`src/rtl/seq_event_logger_if.sv`:
```
// Bundle of the detector-level input, clear strobe and logger status
// outputs exchanged between the sequence detector side and the logger.
// The master drives det/clr and observes the status; the slave is the logger.
interface seq_event_logger_if #(
    parameter int CNT_W = 8,
    parameter int LEN_W = 8
);
    logic             det;
    logic             clr;
    logic             evt;
    logic [CNT_W-1:0] evt_count;
    logic [LEN_W-1:0] run_len;
    logic             run_valid;
    logic             long_run;

    modport master (
        output det,
        output clr,
        input  evt,
        input  evt_count,
        input  run_len,
        input  run_valid,
        input  long_run
    );

    modport slave (
        input  det,
        input  clr,
        output evt,
        output evt_count,
        output run_len,
        output run_valid,
        output long_run
    );
endinterface

```
`src/rtl/seq_event_logger.sv`:
```
// Sequence detection event logger.
// Turns the detector's held-high level into one evt pulse per run, counts
// runs (saturating), measures each run's length in sampled-high cycles
// (saturating) and keeps a sticky flag once any run reaches LONG_THRESH.
// LONG_THRESH is expected in 1 .. 2^LEN_W-1.
module seq_event_logger #(
    parameter int CNT_W       = 8,
    parameter int LEN_W       = 8,
    parameter int LONG_THRESH = 16
) (
    input  logic                clk,
    input  logic                rst,
    seq_event_logger_if.slave   bus
);

    // Two-state FSM encoding
    localparam logic [0:0] ST_IDLE   = 1'b0;
    localparam logic [0:0] ST_ACTIVE = 1'b1;

    localparam logic [CNT_W-1:0] CNT_MAX  = {CNT_W{1'b1}};
    localparam logic [CNT_W-1:0] CNT_ZERO = {CNT_W{1'b0}};
    localparam logic [LEN_W-1:0] LEN_MAX  = {LEN_W{1'b1}};
    localparam logic [LEN_W-1:0] LEN_ZERO = {LEN_W{1'b0}};
    localparam logic [LEN_W-1:0] LEN_ONE  = LEN_W'(1'b1);

    // Threshold held one bit wider so len_cnt+1 never wraps into a false match
    localparam logic [LEN_W:0]   THRESH_EXT = (LEN_W+1)'(LONG_THRESH);
    localparam logic [LEN_W:0]   EXT_ONE    = (LEN_W+1)'(1'b1);

    // Saturating increment of the run counter
    function automatic logic [CNT_W-1:0] sat_inc_cnt(input logic [CNT_W-1:0] v);
        logic [CNT_W-1:0] r;
        if (v == CNT_MAX) begin
            r = v;
        end else begin
            r = v + CNT_W'(1'b1);
        end
        return r;
    endfunction

    // Saturating increment of the run-length counter
    function automatic logic [LEN_W-1:0] sat_inc_len(input logic [LEN_W-1:0] v);
        logic [LEN_W-1:0] r;
        if (v == LEN_MAX) begin
            r = v;
        end else begin
            r = v + LEN_ONE;
        end
        return r;
    endfunction

    logic [0:0]       state_q,     state_d;
    logic [LEN_W-1:0] len_cnt_q,   len_cnt_d;
    logic             evt_q,       evt_d;
    logic [CNT_W-1:0] evt_count_q, evt_count_d;
    logic [LEN_W-1:0] run_len_q,   run_len_d;
    logic             run_valid_q, run_valid_d;
    logic             long_run_q,  long_run_d;

    logic             run_end_s;
    logic [LEN_W:0]   len_next_ext_s;

    assign len_next_ext_s = {1'b0, len_cnt_q} + EXT_ONE;

    // Next-state and output computation for the IDLE/ACTIVE run tracker
    always_comb begin
        state_d     = state_q;
        len_cnt_d   = len_cnt_q;
        evt_d       = 1'b0;
        evt_count_d = evt_count_q;
        run_len_d   = run_len_q;
        run_valid_d = 1'b0;
        long_run_d  = long_run_q;
        run_end_s   = 1'b0;

        case (state_q)
            ST_IDLE: begin
                if (bus.det) begin
                    state_d     = ST_ACTIVE;
                    evt_d       = 1'b1;
                    evt_count_d = sat_inc_cnt(evt_count_q);
                    len_cnt_d   = LEN_ONE;
                    if (THRESH_EXT == EXT_ONE) begin
                        long_run_d = 1'b1;
                    end else begin
                        long_run_d = long_run_q;
                    end
                end else begin
                    state_d = ST_IDLE;
                end
            end
            ST_ACTIVE: begin
                if (bus.det) begin
                    state_d   = ST_ACTIVE;
                    len_cnt_d = sat_inc_len(len_cnt_q);
                    if (len_next_ext_s == THRESH_EXT) begin
                        long_run_d = 1'b1;
                    end else begin
                        long_run_d = long_run_q;
                    end
                end else begin
                    state_d     = ST_IDLE;
                    run_len_d   = len_cnt_q;
                    run_valid_d = 1'b1;
                    len_cnt_d   = LEN_ZERO;
                    run_end_s   = 1'b1;
                end
            end
            default: begin
                state_d   = ST_IDLE;
                len_cnt_d = LEN_ZERO;
            end
        endcase

        // Clear wipes the status but never the run being measured; a run
        // completing on the same edge still reports its captured length.
        if (bus.clr) begin
            evt_count_d = CNT_ZERO;
            long_run_d  = 1'b0;
            if (run_end_s) begin
                run_len_d = len_cnt_q;
            end else begin
                run_len_d = LEN_ZERO;
            end
        end else begin
            evt_count_d = evt_count_d;
        end
    end

    // State and output registers with asynchronous reset
    always_ff @(posedge clk or posedge rst) begin
        if (rst) begin
            state_q     <= ST_IDLE;
            len_cnt_q   <= LEN_ZERO;
            evt_q       <= 1'b0;
            evt_count_q <= CNT_ZERO;
            run_len_q   <= LEN_ZERO;
            run_valid_q <= 1'b0;
            long_run_q  <= 1'b0;
        end else begin
            state_q     <= state_d;
            len_cnt_q   <= len_cnt_d;
            evt_q       <= evt_d;
            evt_count_q <= evt_count_d;
            run_len_q   <= run_len_d;
            run_valid_q <= run_valid_d;
            long_run_q  <= long_run_d;
        end
    end

    assign bus.evt       = evt_q;
    assign bus.evt_count = evt_count_q;
    assign bus.run_len   = run_len_q;
    assign bus.run_valid = run_valid_q;
    assign bus.long_run  = long_run_q;

endmodule

```
`src/flat_wrapper.sv`:
```
// flat-port wrapper written by rule: the top's interface ports become plain ports
module seq_event_logger_flat 
#(
    parameter int CNT_W       = 8,
    parameter int LEN_W       = 8,
    parameter int LONG_THRESH = 16
)
  (clk, rst, bus_det, bus_clr, bus_evt, bus_evt_count, bus_run_len, bus_run_valid, bus_long_run);
  seq_event_logger_if #(.CNT_W(CNT_W), .LEN_W(LEN_W)) bus_i ();
  input  logic clk;
  input  logic rst;
  input wire logic [$bits(bus_i.det)-1:0] bus_det;
  input wire logic [$bits(bus_i.clr)-1:0] bus_clr;
  output wire logic [$bits(bus_i.evt)-1:0] bus_evt;
  output wire logic [$bits(bus_i.evt_count)-1:0] bus_evt_count;
  output wire logic [$bits(bus_i.run_len)-1:0] bus_run_len;
  output wire logic [$bits(bus_i.run_valid)-1:0] bus_run_valid;
  output wire logic [$bits(bus_i.long_run)-1:0] bus_long_run;
  assign bus_i.det = bus_det;
  assign bus_i.clr = bus_clr;
  assign bus_evt = bus_i.evt;
  assign bus_evt_count = bus_i.evt_count;
  assign bus_run_len = bus_i.run_len;
  assign bus_run_valid = bus_i.run_valid;
  assign bus_long_run = bus_i.long_run;
  seq_event_logger #(.CNT_W(CNT_W), .LEN_W(LEN_W), .LONG_THRESH(LONG_THRESH)) u_core (.clk(clk), .rst(rst), .bus(bus_i));
endmodule
```
`config.mk`:
```
export PLATFORM = sky130hd
export DESIGN_NAME = seq_event_logger_flat
export DESIGN_NICKNAME = d
export VERILOG_FILES = /design/src/rtl/seq_event_logger_if.sv /design/src/rtl/seq_event_logger.sv /design/src/flat_wrapper.sv
export SDC_FILE = /design/constraint.sdc
export NUM_CORES = 1
export LEC_CHECK = 0
export BUFFER_PORTS_ARGS = -buffer_cell sky130_fd_sc_hd__buf_2
export CAP_MARGIN = 20
export CORE_ASPECT_RATIO = 1.25
export CORE_MARGIN = 8
export CORE_UTILIZATION = 30
export CTS_CLUSTER_SIZE = 28
export DETAILED_ROUTE_END_ITERATION = 8
export PLACE_DENSITY = 0.5
export REMOVE_ABC_BUFFERS = 1
export SYNTH_ARGS = -nofsm -noshare
export SYNTH_HDL_FRONTEND = slang
export SYNTH_SLANG_ARGS = --single-unit
```
`constraint.sdc`:
```
create_clock -name clk -period 1.43 [get_ports clk]
set_input_delay 0.0715 -clock clk [delete_from_list [all_inputs] [get_ports clk]]
set_output_delay 0.0715 -clock clk [all_outputs]
set_load 0.05 [all_outputs]
```
==> run_summary.xml, run 1 <==
<?xml version="1.0" encoding="UTF-8"?>
<metrics>
  <group name="cells_and_area">
    <metric name="number_of_antenna_cells_inserted" unit="">0</metric>
    <metric name="area_growth" unit="%">44.0</metric>
    <metric name="finalCoreUtilization" unit="%">44.3</metric>
    <metric name="final_layout_size_suffix_gt1_share" unit="%">49.5</metric>
    <metric name="finalNetCount" unit="">224</metric>
    <metric name="final_cell_count_no_fill" unit="">278</metric>
    <metric name="n_fill_cell" unit="">494</metric>
  </group>
  <group name="routing">
    <metric name="dr.first_iter.drc_count" unit="">33</metric>
    <metric name="routed_wire_length_per_instance" unit="um">14.9</metric>
    <metric name="detail_route.wirelength" unit="um">4130</metric>
    <metric name="routed-via-count" unit="">1371</metric>
    <metric name="via_per_inst" unit="">4.93</metric>
    <metric name="firstDrtPassIters" unit="">4</metric>
    <metric name="final_antenna_net_count" unit="">0</metric>
    <metric name="drt_drc_violations_left" unit="">0</metric>
  </group>
  <group name="logic_synthesis">
    <metric name="yosysWarnings" unit="">0</metric>
    <metric name="synth_seq_area_share" unit="%">45.5</metric>
    <metric name="post-synth-top-count-cell" unit="">dfrtp_1</metric>
    <metric name="gate_count_after_technology_mapping" unit="">156</metric>
    <metric name="ys_top_cells_by_count" unit="">28 x dfrtp_1, 17 x nand2_1, 12 x nor2_1</metric>
    <metric name="synth_register_bits" unit="">28</metric>
    <metric name="synthTopCellsByArea" unit="">dfrtp_1 45%, nand2_1 4.1%, xor2_1 3.4%</metric>
    <metric name="synth.lib_cells_used.distinct" unit="">47</metric>
    <metric name="number_of_synthesized_flops_with_an_enable_pin" unit="">0</metric>
    <metric name="async_reset_ff_share" unit="%">100</metric>
    <metric name="yosysTopAreaCell" unit="">dfrtp_1</metric>
    <metric name="postSynth.topFlopCell" unit="">dfrtp_1</metric>
    <metric name="yosysTopAreaCellShare" unit="%">45.5</metric>
    <metric name="netlist_area" unit="um2">1540</metric>
    <metric name="post_synth.cell_area_avg" unit="um2">9.88</metric>
  </group>
  <group name="setup_path">
    <metric name="worst-setup-path-type" unit="">register to register</metric>
    <metric name="worst_ep_required" unit="ps">1620</metric>
    <metric name="worst_setup_start_kind" unit="">register</metric>
    <metric name="critical_path.cell_chain" unit="">ha_4 &gt; buf_6 &gt; a41oi_4 &gt; buf_12 &gt; a41oi_2 &gt; a31oi_1</metric>
    <metric name="timing.critical_path.to_type" unit="">register</metric>
    <metric name="cp_num_buf_inv" unit="">2</metric>
    <metric name="cp_top_family" unit="">compound AO/OA/AOI/OAI gates</metric>
    <metric name="slowest_cell_on_the_critical_path" unit="">dfrtp_1</metric>
    <metric name="worstPathArrival" unit="ps">1640</metric>
    <metric name="slowest_stage_delay_on_critical_path" unit="ps">420</metric>
    <metric name="critical_path_peak_fanout" unit="">7</metric>
    <metric name="worst-r2r-setup-slack" unit="ps">-20</metric>
  </group>
  <group name="sta">
    <metric name="finalCritPeriodShare" unit="%">102</metric>
    <metric name="slew_viol_final" unit="">0</metric>
    <metric name="max_freq" unit="GHz">0.689</metric>
    <metric name="timing.final.hold_violations" unit="">0</metric>
    <metric name="fin_crit" unit="ps">1450</metric>
    <metric name="post-route-worst-setup-slack" unit="ps">-21.5</metric>
    <metric name="clock-skew-final" unit="ps">2.18</metric>
    <metric name="tightest_slew" unit="ps">359</metric>
    <metric name="rsz_0062_raised_after_global_routing" unit="">true</metric>
    <metric name="finalSetupViolCount" unit="">2</metric>
    <metric name="slew_headroom" unit="%">76.0</metric>
  </group>
  <group name="floorplanning">
    <metric name="std_cell_rows" unit="">29</metric>
    <metric name="floorplan.initialDensity" unit="%">30.8</metric>
    <metric name="ios" unit="">23</metric>
    <metric name="die_h" unit="um">96.1</metric>
    <metric name="die_width" unit="um">80.1</metric>
    <metric name="core" unit="um2">5010</metric>
    <metric name="die_outline_area" unit="um2">7700</metric>
  </group>
  <group name="power">
    <metric name="seq_power_share" unit="%">47.3</metric>
    <metric name="vdd_ir_drop_max" unit="uV">350</metric>
    <metric name="cellInternalPower" unit="mW">1.34</metric>
    <metric name="switching_share" unit="%">31.3</metric>
    <metric name="power_leakage" unit="nW">1.01</metric>
    <metric name="power.share.combinational" unit="%">27.4</metric>
    <metric name="clockPowerShare" unit="%">25.3</metric>
    <metric name="net-switching-power" unit="uW">610</metric>
    <metric name="power_per_cell_area" unit="nW/um2">879</metric>
  </group>
  <group name="clock_network">
    <metric name="clk-insertion-delay-late" unit="ps">270</metric>
    <metric name="worst_setup_hold_path_clk_slew" unit="ps">100</metric>
    <metric name="clock_tree.buffer_depth" unit="">2</metric>
    <metric name="ctsRootBufferMaster" unit="">clkbuf_8</metric>
    <metric name="ctsHtreeMaxLevel" unit="">1</metric>
    <metric name="cts_tree" unit="">built</metric>
    <metric name="cts_buffers" unit="">3</metric>
    <metric name="numClockSinks" unit="">28</metric>
  </group>
  <group name="run_status">
    <metric name="failed_checks" unit="">negative setup slack</metric>
    <metric name="status" unit="">finished with violations</metric>
  </group>
  <group name="global_routing">
    <metric name="globalRouteOverflowTotal" unit="">0</metric>
    <metric name="grt_util_all_layers" unit="%">10.8</metric>
    <metric name="grt_pass1_wl" unit="um">6650</metric>
    <metric name="antenna_found_initial" unit="">0</metric>
    <metric name="vias_in_the_first_global_route" unit="">1396</metric>
    <metric name="grt_max_degree" unit="">29</metric>
  </group>
  <group name="placement">
    <metric name="place.port_buffers" unit="">22</metric>
    <metric name="dp.cells" unit="">265</metric>
    <metric name="gp_congestion" unit="">0.795</metric>
    <metric name="post-dp-hpwl" unit="um">2980</metric>
  </group>
  <group name="run">
    <metric name="cap_viol_max_count" unit="">0</metric>
  </group>
  <group name="min_path">
    <metric name="hold_class" unit="">input port to register</metric>
  </group>
</metrics>
per-layer routing:
metal  global-route usage, %  share of wire (%)  vias up
met5                       0                  0        -
met4                    5.02                2.1        0
met3                    2.52                4.3        9
met2                    19.3                 52       28
met1                    11.7                 42      664
li1                        -                  -      670
through the flow:
stage	worst slack, ps	power [mW]	instance area (um2)	setup TNS [ps]	hold slack [ps]
final	-21.5	1.95	2220	-38.4	113
after floorplan	-328	1.16	1460	-2350	103
after detailed placement	-143	1.41	1930	-885	168
after global placement	-99.9	1.40	1930	-618	159
after global routing	-86.8	2.06	2220	-601	154
after CTS	-31.7	1.94	2090	-122	123
registers in the layout, summed over array words and instances, names as in the netlist:
register              flops
u_core.len_cnt_q          8
u_core.bus.evt            1
u_core.bus.run_valid      1
u_core.bus.long_run       1
u_core.bus.run_len        8
u_core.state_q            1
u_core.bus.evt_count      8
cell usage in the layout (no fill, tap or decap), types with 5 or more instances in the layout:
cell type  count
nand2_1       16
o21ai_0        8
buf_4         37
dfrtp_2        8
nand2b_1       8
dfrtp_1       20
a31oi_1        6
nor2_1        11
buf_2         22
xor2_1         5
worst paths after layout:
| check | startpoint | endpoint | cells after the start |
|---|---|---|---|
| max in group asynchronous | rst | u_core.state_q | 4 |
| worst min-delay path | bus_clr | u_core.bus.evt_count[1] | 2 |
| min in group asynchronous | rst | u_core.bus.run_len[7] | 4 |
| worst max-delay path | u_core.len_cnt_q[0] | u_core.len_cnt_q[4] | 6 |
| worst max register to register | u_core.len_cnt_q[0] | u_core.len_cnt_q[4] | 6 |
| worst min register to register | u_core.bus.run_len[0] | u_core.bus.run_len[0] | 2 |
timing repair:
item / 4_1_cts / 5_1_grt
setup endpoints to repair: 11 / 13
pin swaps: 9 / 15
hold endpoints to repair: 29 / 0
hold buffers: 2 / 0
gates cloned: 1 / 0
resized for setup: 10 / 32
setup buffers: 4 / 3
power by group through the flow:
stage / Sequential, mW / Combinational (mW) / Clock [mW]
2_1_floorplan: 1.02 / 0.142 / 0
3_3_place_gp: 0.923 / 0.480 / 0
3_5_place_dp: 0.925 / 0.482 / 0
4_1_cts: 0.917 / 0.507 / 0.517
5_1_grt: 0.932 / 0.583 / 0.543
6_report: 0.923 / 0.535 / 0.494
cells by family after synthesis:
family / after synthesis / share of synthesized area, %
simple gates: 62 / 21.5
fa+ha+maj: 3 / 2.44
buf+inv: 14 / 6.01
flops: 28 / 45.5
xor+xnor: 7 / 3.98
compound gates: 40 / 19.2
mux: 2 / 1.38
area by class of cell:
type | count | area (um2) | area share (%)
timing repair buffer | 66 | 473 | 21.3
clock buffer | 4 | 55.1 | 2.48
multi-input combinational | 114 | 888 | 40.0
tap | 62 | 77.6 | 3.49
sequential | 28 | 711 | 32.0
inverter | 4 | 15.0 | 0.676
Note: power is estimated with default switching activity, not from simulation.
==> run 2, diff against run 1 <==
SETUP_SLACK_MARGIN = 0.02   (was default)
==> run_summary.xml, run 2 (synthesis gave the netlist of run 1 again) <==
<?xml version="1.0" encoding="UTF-8"?>
<metrics>
  <group name="global_routing">
    <metric name="antenna_found_initial" unit="">0</metric>
    <metric name="grt_pass1_wl" unit="um">6670</metric>
    <metric name="grt_max_degree" unit="">29</metric>
    <metric name="grt_util_all_layers" unit="%">10.8</metric>
    <metric name="vias_in_the_first_global_route" unit="">1410</metric>
    <metric name="globalRouteOverflowTotal" unit="">0</metric>
  </group>
  <group name="sta">
    <metric name="slew_viol_final" unit="">0</metric>
    <metric name="tightest_slew" unit="ps">360</metric>
    <metric name="timing.final.hold_violations" unit="">0</metric>
    <metric name="post-route-worst-setup-slack" unit="ps">-18.5</metric>
    <metric name="finalSetupViolCount" unit="">3</metric>
    <metric name="clock-skew-final" unit="ps">3.10</metric>
    <metric name="max_freq" unit="GHz">0.690</metric>
    <metric name="finalCritPeriodShare" unit="%">101</metric>
    <metric name="slew_headroom" unit="%">76.0</metric>
    <metric name="rsz_0062_raised_after_global_routing" unit="">true</metric>
    <metric name="fin_crit" unit="ps">1450</metric>
  </group>
  <group name="clock_network">
    <metric name="worst_setup_hold_path_clk_slew" unit="ps">100</metric>
    <metric name="ctsHtreeMaxLevel" unit="">1</metric>
    <metric name="clk-insertion-delay-late" unit="ps">270</metric>
    <metric name="numClockSinks" unit="">28</metric>
    <metric name="cts_tree" unit="">built</metric>
    <metric name="ctsRootBufferMaster" unit="">clkbuf_8</metric>
    <metric name="clock_tree.buffer_depth" unit="">2</metric>
    <metric name="cts_buffers" unit="">3</metric>
  </group>
  <group name="floorplanning">
    <metric name="core" unit="um2">5010</metric>
    <metric name="die_outline_area" unit="um2">7700</metric>
    <metric name="floorplan.initialDensity" unit="%">30.8</metric>
    <metric name="die_width" unit="um">80.1</metric>
    <metric name="die_h" unit="um">96.1</metric>
    <metric name="std_cell_rows" unit="">29</metric>
    <metric name="ios" unit="">23</metric>
  </group>
  <group name="routing">
    <metric name="routed-via-count" unit="">1359</metric>
    <metric name="final_antenna_net_count" unit="">0</metric>
    <metric name="via_per_inst" unit="">4.85</metric>
    <metric name="drt_drc_violations_left" unit="">0</metric>
    <metric name="dr.first_iter.drc_count" unit="">49</metric>
    <metric name="firstDrtPassIters" unit="">4</metric>
    <metric name="routed_wire_length_per_instance" unit="um">14.6</metric>
    <metric name="detail_route.wirelength" unit="um">4090</metric>
  </group>
  <group name="setup_path">
    <metric name="slowest_stage_delay_on_critical_path" unit="ps">420</metric>
    <metric name="worst_setup_start_kind" unit="">register</metric>
    <metric name="timing.critical_path.to_type" unit="">register</metric>
    <metric name="ff2ff_path_depth" unit="">6</metric>
    <metric name="critical_path_peak_fanout" unit="">7</metric>
    <metric name="cp_top_family" unit="">compound AO/OA/AOI/OAI gates</metric>
    <metric name="worst-setup-path-type" unit="">register to register</metric>
    <metric name="worstPathArrival" unit="ps">1640</metric>
    <metric name="cp_num_buf_inv" unit="">2</metric>
    <metric name="critical_path.reg2reg.endpoint" unit="">u_core.len_cnt_q[4]</metric>
    <metric name="worst-r2r-setup-slack" unit="ps">-20</metric>
    <metric name="slowest_cell_on_the_critical_path" unit="">dfrtp_1</metric>
    <metric name="timing.rr.start" unit="">u_core.len_cnt_q[0]</metric>
    <metric name="critPathLaunch" unit="">u_core.len_cnt_q[0]</metric>
    <metric name="critical_path.cell_chain" unit="">ha_4 &gt; buf_6 &gt; a41oi_4 &gt; buf_12 &gt; a41oi_2 &gt; a31oi_1</metric>
    <metric name="worst_ep_required" unit="ps">1620</metric>
  </group>
  <group name="cells_and_area">
    <metric name="final_layout_size_suffix_gt1_share" unit="%">46.8</metric>
    <metric name="layout.cells.most_common_list" unit="">39 x buf_4, 22 x buf_2, 22 x dfrtp_1, 17 x nand2_1, 11 x nor2_1</metric>
    <metric name="number_of_antenna_cells_inserted" unit="">0</metric>
    <metric name="multi_input_comb_area" unit="um2">838</metric>
    <metric name="finalCoreUtilization" unit="%">43.6</metric>
    <metric name="layout_commonest_cell" unit="">buf_4</metric>
    <metric name="n_fill_cell" unit="">500</metric>
    <metric name="finalNetCount" unit="">226</metric>
    <metric name="seq_area" unit="um2">708</metric>
    <metric name="area_growth" unit="%">41.6</metric>
  </group>
  <group name="min_path">
    <metric name="min_delay_path_depth" unit="">2</metric>
    <metric name="hold_class" unit="">input port to register</metric>
    <metric name="whs_endpoint" unit="">u_core.len_cnt_q[0]</metric>
    <metric name="hold_start" unit="">bus_det</metric>
  </group>
  <group name="run_status">
    <metric name="failed_checks" unit="">negative setup slack</metric>
    <metric name="status" unit="">finished with violations</metric>
  </group>
  <group name="run">
    <metric name="cap_viol_max_count" unit="">0</metric>
  </group>
  <group name="placement">
    <metric name="post-dp-hpwl" unit="um">2980</metric>
    <metric name="place.port_buffers" unit="">22</metric>
    <metric name="gp_congestion" unit="">0.795</metric>
  </group>
  <group name="power">
    <metric name="power_per_cell_area" unit="nW/um2">897</metric>
    <metric name="vdd_ir_drop_max" unit="uV">369</metric>
    <metric name="power_leakage" unit="nW">1.01</metric>
    <metric name="power.total" unit="mW">1.96</metric>
  </group>
</metrics>
## run 2: changes by cell type in the layout (fill, tap and decap cells not counted), sizes merged
cell	previous run	this run
buf	64	66
## run 2: worst max-delay path by stage
| stage | endpoint | slack, ps | depth (start not counted) |
|---|---|---|---|
| 2_1_floorplan | u_core.bus.evt_count[7] | -330 | 5 |
| 4_1_cts | u_core.len_cnt_q[7] | -30 | 6 |
| 5_1_grt | u_core.len_cnt_q[4] | -90 | 6 |
| 3_5_place_dp | u_core.len_cnt_q[4] | -140 | 6 |
| 3_3_place_gp | u_core.bus.long_run | -100 | 5 |
| 6_report | u_core.len_cnt_q[4] | -20 | 6 |
## run 2: final cells by class
cell class / instances / area share, %
clock buffers: 4 / 2.52
inverters: 4 / 0.688
multi-input cells: 114 / 38.4
flip-flops and latches: 28 / 32.5
well taps: 62 / 3.56
repair buffers: 68 / 22.4
## run 2: report_power, final
part           total, mW  switching (mW)  internal (mW)
logic              0.546           0.292          0.254
registers          0.921          0.0715          0.849
clock network      0.491           0.245          0.246
total               1.96           0.608           1.35
## run 2: layer usage
| metal | track usage [%] | vias up | share of wire [%] |
|---|---|---|---|
| met4 | 5.02 | 0 | 1.6 |
| met1 | 11.7 | 652 | 42 |
| met5 | 0 | - | 0 |
| li1 | - | 676 | - |
| met3 | 2.52 | 6 | 4.8 |
| met2 | 19.4 | 25 | 52 |
## run 2: stage by stage
stage | area, um2 | hold WS, ps | TNS (ps) | worst slack [ps] | cells
floorplan | 1460 | 103 | -2350 | -328 | 146
global placement | 1930 | 159 | -618 | -99.9 | 265
detailed placement | 1930 | 168 | -885 | -143 | 265
CTS | 2100 | 102 | -122 | -31.7 | 277
global route | 2180 | 128 | -679 | -89.7 | 280
finish | 2180 | 106 | -31.1 | -18.5 | 280
## run 2: what timing repair did
action / in CTS / in global routing
resized for setup: 11 / 18
setup endpoints to repair: 12 / 14
hold buffers: 2 / 0
pin swaps: 9 / 14
hold endpoints to repair: 29 / 0
setup buffers: 5 / 4
gates cloned: 1 / 0
## run 2: worst reg2reg max path, delay by kind of cell, from the launching register on
kind	cells	cell delay, ps
adders and majority gates	1	210
DFF	1	420
buffers and inverters	2	290
AOI/OAI and AO/OA	3	460
